===== src/rtl/xmm_fixed_muldiv_writer_pkg.sv =====
// Shared constants, state encoding and helpers for the Xmm fixed-point mul/div writer.
// Values are signed q15.48: 1.0 == 1 << 48.
package xmm_pkg;

    localparam int XMM_WIDTH     = 64;
    localparam int XMM_FRAC_BITS = 48;
    localparam int ACC_WIDTH     = 2 * XMM_WIDTH;

    localparam logic OP_MUL = 1'b0;
    localparam logic OP_DIV = 1'b1;

    typedef enum logic [1:0] {
        ST_IDLE = 2'd0,
        ST_CALC = 2'd1,
        ST_FIX  = 2'd2,
        ST_WB   = 2'd3
    } state_t;

    localparam logic [XMM_WIDTH-1:0] Q_ONE = 64'h0001_0000_0000_0000;
    localparam logic [XMM_WIDTH-1:0] Q_MAX = 64'h7FFF_FFFF_FFFF_FFFF;
    localparam logic [XMM_WIDTH-1:0] Q_MIN = 64'h8000_0000_0000_0000;

    localparam logic [6:0] MUL_ITERS = 7'd64;
    localparam logic [6:0] DIV_ITERS = 7'd112;

    // The magnitude of the most negative value (2^63) still fits in unsigned 64 bits.
    function automatic logic [XMM_WIDTH-1:0] abs_mag(input logic [XMM_WIDTH-1:0] v);
        return v[XMM_WIDTH-1] ? (~v + 64'd1) : v;
    endfunction

endpackage


===== src/rtl/xmm_fixed_muldiv_writer_if.sv =====
// Request and Xmm write-port bundle between a requester and the mul/div writer.
// start is honoured only on a posedge where busy==0; the op and operands are sampled on
// that edge alone. done, should_write, write_addr and write_data are registered and valid
// together for exactly one cycle (the write-back cycle).
interface xmm_fixed_muldiv_writer_if #(
    parameter int WIDTH = 64
);
    logic             start;
    logic             op;
    logic [4:0]       dest_addr;
    logic [WIDTH-1:0] operand_a;
    logic [WIDTH-1:0] operand_b;
    logic             busy;
    logic             done;
    logic             should_write;
    logic [4:0]       write_addr;
    logic [WIDTH-1:0] write_data;
    logic             overflow;
    logic             div_by_zero;

    modport master (
        output start, op, dest_addr, operand_a, operand_b,
        input  busy, done, should_write, write_addr, write_data, overflow, div_by_zero
    );

    modport slave (
        input  start, op, dest_addr, operand_a, operand_b,
        output busy, done, should_write, write_addr, write_data, overflow, div_by_zero
    );
endinterface


===== src/rtl/xmm_fixed_muldiv_writer_saturate.sv =====
// Applies a sign to an unsigned magnitude and clamps to the signed 64-bit range.
// Negative magnitudes up to 2^63 are representable; positive ones stop at 2^63-1.
module xmm_saturate
    import xmm_pkg::*;
(
    input  logic                 sign,
    input  logic [ACC_WIDTH-1:0] mag,
    output logic [XMM_WIDTH-1:0] result,
    output logic                 overflow
);
    logic pos_over;
    logic neg_over;

    assign pos_over = mag > {{XMM_WIDTH{1'b0}}, Q_MAX};
    assign neg_over = mag > {{XMM_WIDTH{1'b0}}, Q_MIN};

    always_comb begin
        result   = '0;
        overflow = 1'b0;
        if (sign) begin
            overflow = neg_over;
            result   = neg_over ? Q_MIN : (~mag[XMM_WIDTH-1:0] + 64'd1);
        end else begin
            overflow = pos_over;
            result   = pos_over ? Q_MAX : mag[XMM_WIDTH-1:0];
        end
    end
endmodule


===== src/rtl/xmm_fixed_muldiv_writer.sv =====
// Iterative signed q15.48 multiply/divide unit that issues a single registered write
// into the Xmm register file once the result is ready.
module xmm_fixed_muldiv_writer
    import xmm_pkg::*;
(
    input  logic                          clk,
    input  logic                          reset,
    xmm_fixed_muldiv_writer_if.slave      bus,
    output state_t                        dbg_state
);
    state_t state, state_nxt;

    logic                 op_q;
    logic                 sign_q;
    logic                 a_neg_q;
    logic                 b_zero_q;
    logic [4:0]           dest_q;
    logic [XMM_WIDTH-1:0] a_mag;
    logic [XMM_WIDTH-1:0] b_mag;
    logic [ACC_WIDTH-1:0] acc;
    logic [XMM_WIDTH-1:0] rem;
    logic [6:0]           iter;

    logic                 done_q;
    logic                 should_write_q;
    logic [4:0]           write_addr_q;
    logic [XMM_WIDTH-1:0] write_data_q;
    logic                 overflow_q;
    logic                 div_by_zero_q;

    logic                 accept;
    logic                 last_iter;
    logic                 in_div_zero;

    assign accept      = (state == ST_IDLE) && bus.start;
    assign last_iter   = iter == ((op_q == OP_DIV) ? (DIV_ITERS - 7'd1) : (MUL_ITERS - 7'd1));
    assign in_div_zero = bus.op == OP_DIV && bus.operand_b == '0;

    always_ff @(posedge clk) begin
        if (!reset) state <= ST_IDLE;
        else        state <= state_nxt;
    end

    always_comb begin
        state_nxt = state;
        case (state)
            ST_IDLE: if (bus.start) state_nxt = in_div_zero ? ST_FIX : ST_CALC;
            ST_CALC: if (last_iter) state_nxt = ST_FIX;
            ST_FIX:  state_nxt = ST_WB;
            ST_WB:   state_nxt = ST_IDLE;
            default: state_nxt = ST_IDLE;
        endcase
    end

    // Multiply step: add |a| into the upper half when the current multiplier bit is set,
    // then shift the whole product right; the multiplier drains out of the low half.
    logic [XMM_WIDTH:0]   mul_sum;
    logic [ACC_WIDTH-1:0] mul_next;

    assign mul_sum  = {1'b0, acc[ACC_WIDTH-1:XMM_WIDTH]} + (acc[0] ? {1'b0, a_mag} : 65'd0);
    assign mul_next = {mul_sum, acc[XMM_WIDTH-1:1]};

    // Restoring divide step over the 112-bit dividend held in acc[111:0].
    logic [XMM_WIDTH:0]   div_shift;
    logic [XMM_WIDTH:0]   div_diff;
    logic                 div_fits;
    logic [XMM_WIDTH-1:0] div_rem_next;
    logic [ACC_WIDTH-1:0] div_next;

    assign div_shift    = {rem, acc[111]};
    assign div_diff     = div_shift - {1'b0, b_mag};
    assign div_fits     = div_shift >= {1'b0, b_mag};
    assign div_rem_next = div_fits ? div_diff[XMM_WIDTH-1:0] : div_shift[XMM_WIDTH-1:0];
    assign div_next     = {16'd0, acc[110:0], div_fits};

    logic [ACC_WIDTH-1:0] fix_mag;
    logic [XMM_WIDTH-1:0] sat_result;
    logic                 sat_overflow;
    logic [XMM_WIDTH-1:0] fix_result;
    logic                 fix_overflow;
    logic                 fix_div_zero;

    assign fix_mag = (op_q == OP_MUL) ? (acc >> XMM_FRAC_BITS) : acc;

    xmm_saturate u_saturate (
        .sign     (sign_q),
        .mag      (fix_mag),
        .result   (sat_result),
        .overflow (sat_overflow)
    );

    always_comb begin
        fix_result   = sat_result;
        fix_overflow = sat_overflow;
        fix_div_zero = 1'b0;
        if (op_q == OP_DIV && b_zero_q) begin
            fix_result   = a_neg_q ? Q_MIN : Q_MAX;
            fix_overflow = 1'b0;
            fix_div_zero = 1'b1;
        end
    end

    always_ff @(posedge clk) begin
        if (!reset) begin
            op_q     <= OP_MUL;
            sign_q   <= 1'b0;
            a_neg_q  <= 1'b0;
            b_zero_q <= 1'b0;
            dest_q   <= '0;
            a_mag    <= '0;
            b_mag    <= '0;
            acc      <= '0;
            rem      <= '0;
            iter     <= '0;
        end else if (accept) begin
            op_q     <= bus.op;
            sign_q   <= bus.operand_a[XMM_WIDTH-1] ^ bus.operand_b[XMM_WIDTH-1];
            a_neg_q  <= bus.operand_a[XMM_WIDTH-1];
            b_zero_q <= bus.operand_b == '0;
            dest_q   <= bus.dest_addr;
            a_mag    <= abs_mag(bus.operand_a);
            b_mag    <= abs_mag(bus.operand_b);
            acc      <= (bus.op == OP_MUL)
                        ? {{XMM_WIDTH{1'b0}}, abs_mag(bus.operand_b)}
                        : {16'd0, abs_mag(bus.operand_a), {XMM_FRAC_BITS{1'b0}}};
            rem      <= '0;
            iter     <= '0;
        end else if (state == ST_CALC) begin
            acc  <= (op_q == OP_MUL) ? mul_next : div_next;
            if (op_q == OP_DIV) rem <= div_rem_next;
            iter <= iter + 7'd1;
        end
    end

    always_ff @(posedge clk) begin
        if (!reset) begin
            done_q         <= 1'b0;
            should_write_q <= 1'b0;
            write_addr_q   <= '0;
            write_data_q   <= '0;
            overflow_q     <= 1'b0;
            div_by_zero_q  <= 1'b0;
        end else begin
            done_q         <= 1'b0;
            should_write_q <= 1'b0;
            if (accept) begin
                overflow_q    <= 1'b0;
                div_by_zero_q <= 1'b0;
            end
            if (state == ST_FIX) begin
                done_q         <= 1'b1;
                should_write_q <= dest_q != 5'd0;
                write_addr_q   <= dest_q;
                write_data_q   <= fix_result;
                overflow_q     <= fix_overflow;
                div_by_zero_q  <= fix_div_zero;
            end
        end
    end

    assign bus.busy         = state != ST_IDLE;
    assign bus.done         = done_q;
    assign bus.should_write = should_write_q;
    assign bus.write_addr   = write_addr_q;
    assign bus.write_data   = write_data_q;
    assign bus.overflow     = overflow_q;
    assign bus.div_by_zero  = div_by_zero_q;
    assign dbg_state        = state;
endmodule


===== src/flat_wrapper.sv =====
// flat-port wrapper written by rule: the top's interface ports become plain ports
module xmm_fixed_muldiv_writer_flat import xmm_pkg::*;
  (clk, reset, dbg_state, bus_start, bus_op, bus_dest_addr, bus_operand_a, bus_operand_b, bus_busy, bus_done, bus_should_write, bus_write_addr, bus_write_data, bus_overflow, bus_div_by_zero);
  xmm_fixed_muldiv_writer_if #(.WIDTH(64)) bus_i ();
  input  logic clk;
  input  logic reset;
  output state_t dbg_state;
  input wire logic [$bits(bus_i.start)-1:0] bus_start;
  input wire logic [$bits(bus_i.op)-1:0] bus_op;
  input wire logic [$bits(bus_i.dest_addr)-1:0] bus_dest_addr;
  input wire logic [$bits(bus_i.operand_a)-1:0] bus_operand_a;
  input wire logic [$bits(bus_i.operand_b)-1:0] bus_operand_b;
  output wire logic [$bits(bus_i.busy)-1:0] bus_busy;
  output wire logic [$bits(bus_i.done)-1:0] bus_done;
  output wire logic [$bits(bus_i.should_write)-1:0] bus_should_write;
  output wire logic [$bits(bus_i.write_addr)-1:0] bus_write_addr;
  output wire logic [$bits(bus_i.write_data)-1:0] bus_write_data;
  output wire logic [$bits(bus_i.overflow)-1:0] bus_overflow;
  output wire logic [$bits(bus_i.div_by_zero)-1:0] bus_div_by_zero;
  assign bus_i.start = bus_start;
  assign bus_i.op = bus_op;
  assign bus_i.dest_addr = bus_dest_addr;
  assign bus_i.operand_a = bus_operand_a;
  assign bus_i.operand_b = bus_operand_b;
  assign bus_busy = bus_i.busy;
  assign bus_done = bus_i.done;
  assign bus_should_write = bus_i.should_write;
  assign bus_write_addr = bus_i.write_addr;
  assign bus_write_data = bus_i.write_data;
  assign bus_overflow = bus_i.overflow;
  assign bus_div_by_zero = bus_i.div_by_zero;
  xmm_fixed_muldiv_writer u_core (.clk(clk), .reset(reset), .bus(bus_i), .dbg_state(dbg_state));
endmodule

===== config.mk =====
export PLATFORM = sky130hd
export DESIGN_NAME = xmm_fixed_muldiv_writer_flat
export DESIGN_NICKNAME = d
export VERILOG_FILES = /design/src/rtl/xmm_fixed_muldiv_writer_pkg.sv /design/src/rtl/xmm_fixed_muldiv_writer_if.sv /design/src/rtl/xmm_fixed_muldiv_writer_saturate.sv /design/src/rtl/xmm_fixed_muldiv_writer.sv /design/src/flat_wrapper.sv
export SDC_FILE = /design/constraint.sdc
export NUM_CORES = 2
export LEC_CHECK = 0
export CORE_ASPECT_RATIO = 0.6
export CORE_MARGIN = 3
export CORE_UTILIZATION = 40
export DETAILED_ROUTE_END_ITERATION = 10
export GPL_ROUTABILITY_DRIVEN = 0
export GPL_TIMING_DRIVEN = 0
export HOLD_SLACK_MARGIN = 0.15
export SLEW_MARGIN = 25
export SYNTH_ARGS = -nofsm -noshare
export SYNTH_HDL_FRONTEND = slang
export SYNTH_SLANG_ARGS = --single-unit

===== constraint.sdc =====
create_clock -name clk -period 9.31 [get_ports clk]
set_input_delay 1.862 -clock clk [delete_from_list [all_inputs] [get_ports clk]]
set_output_delay 1.862 -clock clk [all_outputs]
set_load 0.005 [all_outputs]

# After elaboration in Yosys (flattened, before gate mapping)
# Index checks and enable logic that the tools add are counted.
[totals]
regBits = 411
inputBits = 137
wordCells = 76
[op_classes]
addsub = 6
order_cmp = 3
eq_ne = 6
mux = 26
bitwise_logic = 5
n_reduce_logical = 13
[ops]
columns = ["op", "n"]
rows = [
  ["2-to-1 mux 64 bit", 9],
  ["2-to-1 mux 128 bit", 4],
  ["adder 64 x 1 -> 64 bit, second input constant", 3],
  ["inverter 64 bit", 3],
  ["greater-than comparator 128 x 63 -> 1 bit, second input constant", 1],
  ["greater-than comparator 128 x 64 -> 1 bit, second input constant", 1],
  ["2-to-1 mux 112 bit", 1],
  ["adder 64 x 65 -> 65 bit", 1],
  [">= comparator 65 x 64 -> 1 bit", 1],
  ["zero test 64 bit", 1],
  ["subtractor 64 bit", 1],
  ["case mux 2 bit (4 select lines)", 1],
  ["adder 7 x 1 -> 7 bit, second input constant", 1],
  ["== test 7 bit", 1],
  ["2-to-1 mux 1 bit", 7],
  ["2-to-1 mux 7 bit", 1],
  ["2-to-1 mux 2 bit", 3],
  ["AND reduction 2 bit", 3],
  ["nonzero test 2 bit", 3],
  ["nonzero test 5 bit", 1],
  ["== test 2 bit, second input constant", 2],
  ["logical AND 1 bit", 3],
  ["== test 2 x 1 -> 1 bit, second input constant", 1],
  ["zero test 2 bit", 1],
  ["5 further kinds", 5],
]

# Logic depth before layout (Yosys ltp)
[depth]
word_depth = 6
ltp_mapped = 22
mapped_depth_nobuf = 14

# Modules after synthesis
# From an unflattened synthesis, not the netlist that was laid out.
[hier_totals]
hier_cells = 4328
area_unflattened_um2 = 31387.6
[modules_own_cells]
columns = ["mod", "n_inst", "cells_per_inst", "area_per_inst_um2"]
rows = [
  ["xmm_fixed_muldiv_writer", 1, 3887, 28611.2],
  ["xmm_saturate", 1, 441, 2776.4],
]

# Least setup slack after synthesis
# No wires, ideal clock.
[synth_path]
path_kind = "in2reg"
from = "input port bus_operand_a[36]"
to = "register u_core.acc[105]"
setup_time_ns = 0.058
arrival_time_ns = 4.654
setup_slack_ns = 4.598
cell_stages = 11
n_path_buf = 0
path_cell_list = "or4_4 nor4_4 nand2b_2 or3_4 or4_4 or3_4 o31ai_4 xnor2_1 o21ai_2 o22ai_1 o21a_1"
[synth_via]
elab_chain_cells = 5
[synth_lines]
columns = ["item", "line_no", "source"]
rows = [
  ["start, declared", "flat_wrapper.sv:11", "input wire logic [$bits(bus_i.operand_a)-1:0] bus_operand_a;"],
  ["inverter 64 bit", "xmm_fixed_muldiv_writer_pkg.sv:28", "return v[XMM_WIDTH-1] ? (~v + 64'd1) : v;"],
  ["adder 64 x 1 -> 64 bit", "xmm_fixed_muldiv_writer_pkg.sv:28", ""],
  ["2-to-1 mux 64 bit", "xmm_fixed_muldiv_writer_pkg.sv:28", ""],
  ["2-to-1 mux 112 bit", "xmm_fixed_muldiv_writer.sv:124", "? {{XMM_WIDTH{1'b0}}, abs_mag(bus.operand_b)}"],
  ["2-to-1 mux 128 bit", "xmm_fixed_muldiv_writer.sv:115", "end else if (accept) begin"],
  ["end signal, assigned", "xmm_fixed_muldiv_writer.sv:123", "acc <= (bus.op == OP_MUL)"],
  ["end signal, assigned", "xmm_fixed_muldiv_writer.sv:129", "acc <= (op_q == OP_MUL) ? mul_next : div_next;"],
  ["end, declared", "xmm_fixed_muldiv_writer.sv:20", "logic [ACC_WIDTH-1:0] acc;"],
]
# Every way passes these cells.
# A chain may end at the register's enable or synchronous reset.

# Worst setup path after layout
[layout_path]
from = "register u_core.op_q"
to = "register u_core.overflow_q, in the netlist u_core.bus.overflow"
[layout_via]
elab_chain_cells = 5
word_cells_on_any_way = 7
[layout_lines]
columns = ["item", "line_no", "source"]
rows = [
  ["start, declared", "xmm_fixed_muldiv_writer.sv:13", "logic op_q;"],
  ["start signal, assigned", "xmm_fixed_muldiv_writer.sv:116", "op_q <= bus.op;"],
  ["2-to-1 mux 128 bit", "xmm_fixed_muldiv_writer.sv:83", "assign fix_mag = (op_q == OP_MUL) ? (acc >> XMM_FRAC_BITS) : acc;"],
  ["greater-than comparator 128 x 63 -> 1 bit or greater-than comparator 128 x 64 -> 1 bit (tied branches)", "xmm_fixed_muldiv_writer_saturate.sv:14, xmm_fixed_muldiv_writer_saturate.sv:15", ""],
  ["2-to-1 mux 1 bit", "xmm_fixed_muldiv_writer_saturate.sv:20", "if (sign) begin"],
  ["2-to-1 mux 1 bit *", "xmm_fixed_muldiv_writer.sv:96", "if (op_q == OP_DIV && b_zero_q) begin"],
  ["2-to-1 mux 1 bit *", "xmm_fixed_muldiv_writer.sv:150", "if (state == ST_FIX) begin"],
  ["end signal, assigned", "xmm_fixed_muldiv_writer.sv:155", "overflow_q <= fix_overflow;"],
  ["end, declared", "xmm_fixed_muldiv_writer.sv:28", "logic overflow_q;"],
]
# Mark *: on every way between the ends. The rest lies on a longest branch, timed or not.

==> run_results.csv <==
group,metric,value,unit
global_routing,busiest_layer,"met1",
detailed_routing,remaining_drc_errors,0,
synth,synth_edf_count,0,
placed_design,dpl_cell_area,34300,µm²
sta,rsz0062_at_grt,"no",
sta,fin_setup_tns,0,ns
finish,n_fill_cell,7762,
detailed_routing,drtAntennaViolNets,0,
finish,final_common_cell,"nor2_1",
setup_path,critical_path_class,"flop to flop",
placed_design,dp_cells,5430,
detailed_routing,drt_iter0_markers,5619,
clock_network,insertion_delay,0.63,ns
sta,setup_ws,2.02,ns
synth,synthXorXnorAreaFrac,7.31,%
clock_network,htreeDepth,2,
synth,ys_seq_area_share,26.6,%
synth,syn_area_per_cell,7.33,µm²
global_routing,use_met3,16.2,%
sta,slew_headroom,15.4,%
setup_path,crit_arrival,7.77,ns
detailed_routing,routed_wl,151000,µm
finish,ff_latch_area,8230,µm²
clock_network,tritoncts,"yes",
setup_path,cp-start-kind,"flop",
finish,multi_input_comb_area,21000,µm²
min_path,hold_path_startpoint,"u_core.bus.write_data[14]",
synth,ys_warn_count,0,
sta,holdWs,0.450,ns
clock_network,cts_root_buf,"clkbuf_16",
setup_path,crit_path_end,"u_core.bus.overflow",
placed_design,portBuffers,211,
global_routing,gr-total-overflow,0,
finish,area_growth_syn_to_layout,16.1,%
global_routing,grtUsageMet2,45.3,%
setup_path,r2r-end,"u_core.bus.overflow",
floorplan,fp.dieArea,80800,µm²
power,powerDensity,320,nW/µm²
flow_run,maxCapViolCount,0,
run_status,status,"complete, no violations",
setup_path,cp.required,9.80,ns
sta,fmax,0.137,GHz
detailed_routing,via_per_inst,6.47,
synth,synth_top_family_by_area,"compound AO/OA/AOI/OAI gates",
sta,fin_crit_sh,78.3,%
clock_network,cts_resized,0,
global_routing,grt_max_degree,16,
floorplan,initial_utilization,40.7,%
synth,yosys.area_share.simple,22.0,%
detailed_routing,drt-wirelength-per-cell,27.3,µm
finish,final_area,35900,µm²
finish,final_cell_count_no_fill,5516,
global_routing,met1_usage,51.4,%
sta,setup_viol,0,
floorplan,die_w,365,µm
sta,skew,0.0217,ns
synth,synth_cells,4219,
clock_network,cts_buffer_depth,3,
clock_network,postCtsSetupRepairBufs,0,
synth,synth_compound_area_share,29.2,%
setup_path,r2r-start,"u_core.op_q",
setup_path,crit_fanout,10,
setup_path,r2r_slack,2.02,ns
synth,synth_nets,4494,
finish,nets,4752,
setup_path,worstSetupEndpointType,"flop",
clock_network,cts.sinks,411,
power,finalPower,11.5,mW
sta,tightestPinTransition,1.26,ns
floorplan,core_area,76000,µm²
clock_network,postCtsHoldBufs,0,
global_routing,grt_pass1_vias,31600,
setup_path,rr_worst_depth,20,
min_path,hold_class,"flop to flop",
floorplan,io_pins,213,
detailed_routing,first_pass_iters,10,
floorplan,num_rows,78,
finish,drive_above_1_share,4.21,%
synth,async_flop_share,0,%
synth,syn_area,30900,µm²
placed_design,dpl.hpwl,120000,µm
global_routing,grt_pass1_wl,215000,µm
clock_network,numCtsBuffers,45,
power,vdd_ir_drop_max,0.135,mV
synth,synth_flop_cell,"dfxtp_1",
finish,final_core_util,47.2,%
synth,synth_seq_cells,411,
synth,synth_adder_area_share,5.63,%
setup_path,cp-startpoint,"u_core.op_q",
synth,muxShareOfSynthArea,3.90,%
finish,layout_common_cells,"497 x nor2_1, 442 x a21oi_1, 411 x dfxtp_1",
sta,post-route-min-period,7.29,ns
sta,hold_viol_final,0,
placed_design,pre_cts_ws,2.56,ns
sta,slew_violations,0,
global_routing,grt_antenna_before_repair,8,
detailed_routing,via_count,35700,
synth,ys_types,92,
power,p_leak,13.7,nW
floorplan,fp.dieH,221,µm
global_routing,track_usage,35.5,%
clock_network,clk_pin_slew,0.07,ns
-- metal layers --
layer | wire [µm] | up-vias
li1 | - | 15800
met1 | 64700 | 16800
met2 | 54600 | 2622
met3 | 25000 | 402
met4 | 6130 | 8
met5 | 149 | -
-- cell usage after synthesis, types with 10 or more instances --
| cell type | n | area, µm² |
|---|---|---|
| a211oi_1 | 144 | 1080 |
| a21o_1 | 72 | 541 |
| a21oi_1 | 442 | 2210 |
| a221o_1 | 10 | 100 |
| a221oi_1 | 21 | 184 |
| a31oi_1 | 35 | 219 |
| and2_1 | 78 | 488 |
| and3_1 | 20 | 125 |
| buf_1 | 27 | 101 |
| buf_2 | 16 | 80.1 |
| clkbuf_1 | 246 | 923 |
| dfxtp_1 | 411 | 8230 |
| ha_1 | 136 | 1700 |
| inv_1 | 131 | 492 |
| mux2_2 | 13 | 146 |
| mux2i_1 | 106 | 1060 |
| nand2_1 | 353 | 1330 |
| nand2b_1 | 32 | 200 |
| nand3_1 | 78 | 390 |
| nand4_1 | 51 | 319 |
| nor2_1 | 497 | 1870 |
| nor2b_1 | 30 | 188 |
| nor3_1 | 130 | 651 |
| nor3b_1 | 20 | 150 |
| nor4_1 | 32 | 200 |
| o211a_1 | 20 | 200 |
| o211ai_1 | 42 | 315 |
| o21a_1 | 27 | 203 |
| o21ai_0 | 340 | 1700 |
| o21bai_1 | 31 | 233 |
| o221a_2 | 12 | 135 |
| o221ai_1 | 10 | 87.6 |
| o22ai_1 | 53 | 332 |
| o31ai_1 | 57 | 428 |
| o41ai_1 | 23 | 201 |
| or2_2 | 18 | 113 |
| or3_1 | 36 | 225 |
| or4_1 | 18 | 135 |
| xnor2_1 | 111 | 972 |
| xor2_1 | 147 | 1290 |
-- sequential cells by signal (all words and copies together) (netlist names), 2 cells and up --
| name | flops |
|---|---|
| u_core.bus.write_data | 64 |
| u_core.bus.write_addr | 5 |
| u_core.dest_q | 5 |
| u_core.b_mag | 64 |
| u_core.iter | 7 |
| u_core.rem | 64 |
| u_core.acc | 128 |
| u_core.dbg_state | 2 |
| u_core.a_mag | 64 |
-- cell type report --
cell class	count	share of cell area (%)
Multi-Input combinational cell	3379	58.6
Sequential cell	411	22.9
Timing Repair Buffer	211	5.88
Clock buffer	57	3.58
Tap cell	1000	3.48
Buffer	296	3.27
Inverter	133	1.39
Clock inverter	24	0.840
Antenna cell	5	0.0348
-- cell families after synthesis --
| logic type | Yosys count |
|---|---|
| buf+inv | 429 |
| fa+ha+maj | 138 |
| mux | 119 |
| simple gates | 1430 |
| flops | 411 |
| compound gates | 1434 |
| xor+xnor | 258 |
-- where the power goes --
group          switching [mW]  total [mW]  internal [mW]
sequential              0.831        3.09           2.26
clock                   0.878        2.02           1.15
combinational            4.24        6.36           2.12
total                    5.95        11.5           5.52
-- critical path, stage by stage (launching register included) --
cell,delay [ns]
dfxtp_1,0.33
buf_6,0.14
buf_6,0.15
buf_4,0.20
buf_2,0.28
buf_2,0.29
buf_2,0.36
buf_2,0.37
buf_1,0.81
nor2b_1,0.30
a21oi_1,0.41
ha_1,0.34
o21ai_0,0.27
nor4_4,0.67
nand4b_1,0.45
nor3_2,0.34
a41oi_2,0.31
nor3_2,0.70
nor3_1,0.18
a31oi_1,0.18
nor2_1,0.06
-- worst min path at each step --
| stage | end | cells after the start |
|---|---|---|
| finish | u_core.bus.write_data[14] | 2 |
| global route | u_core.bus.write_data[14] | 2 |
| CTS | u_core.a_mag[0] | 2 |
| detailed placement | u_core.a_mag[0] | 2 |
| global placement | u_core.bus.write_data[16] | 2 |
| floorplan | u_core.a_mag[48] | 2 |
Note: power is estimated with default switching activity, not from simulation.
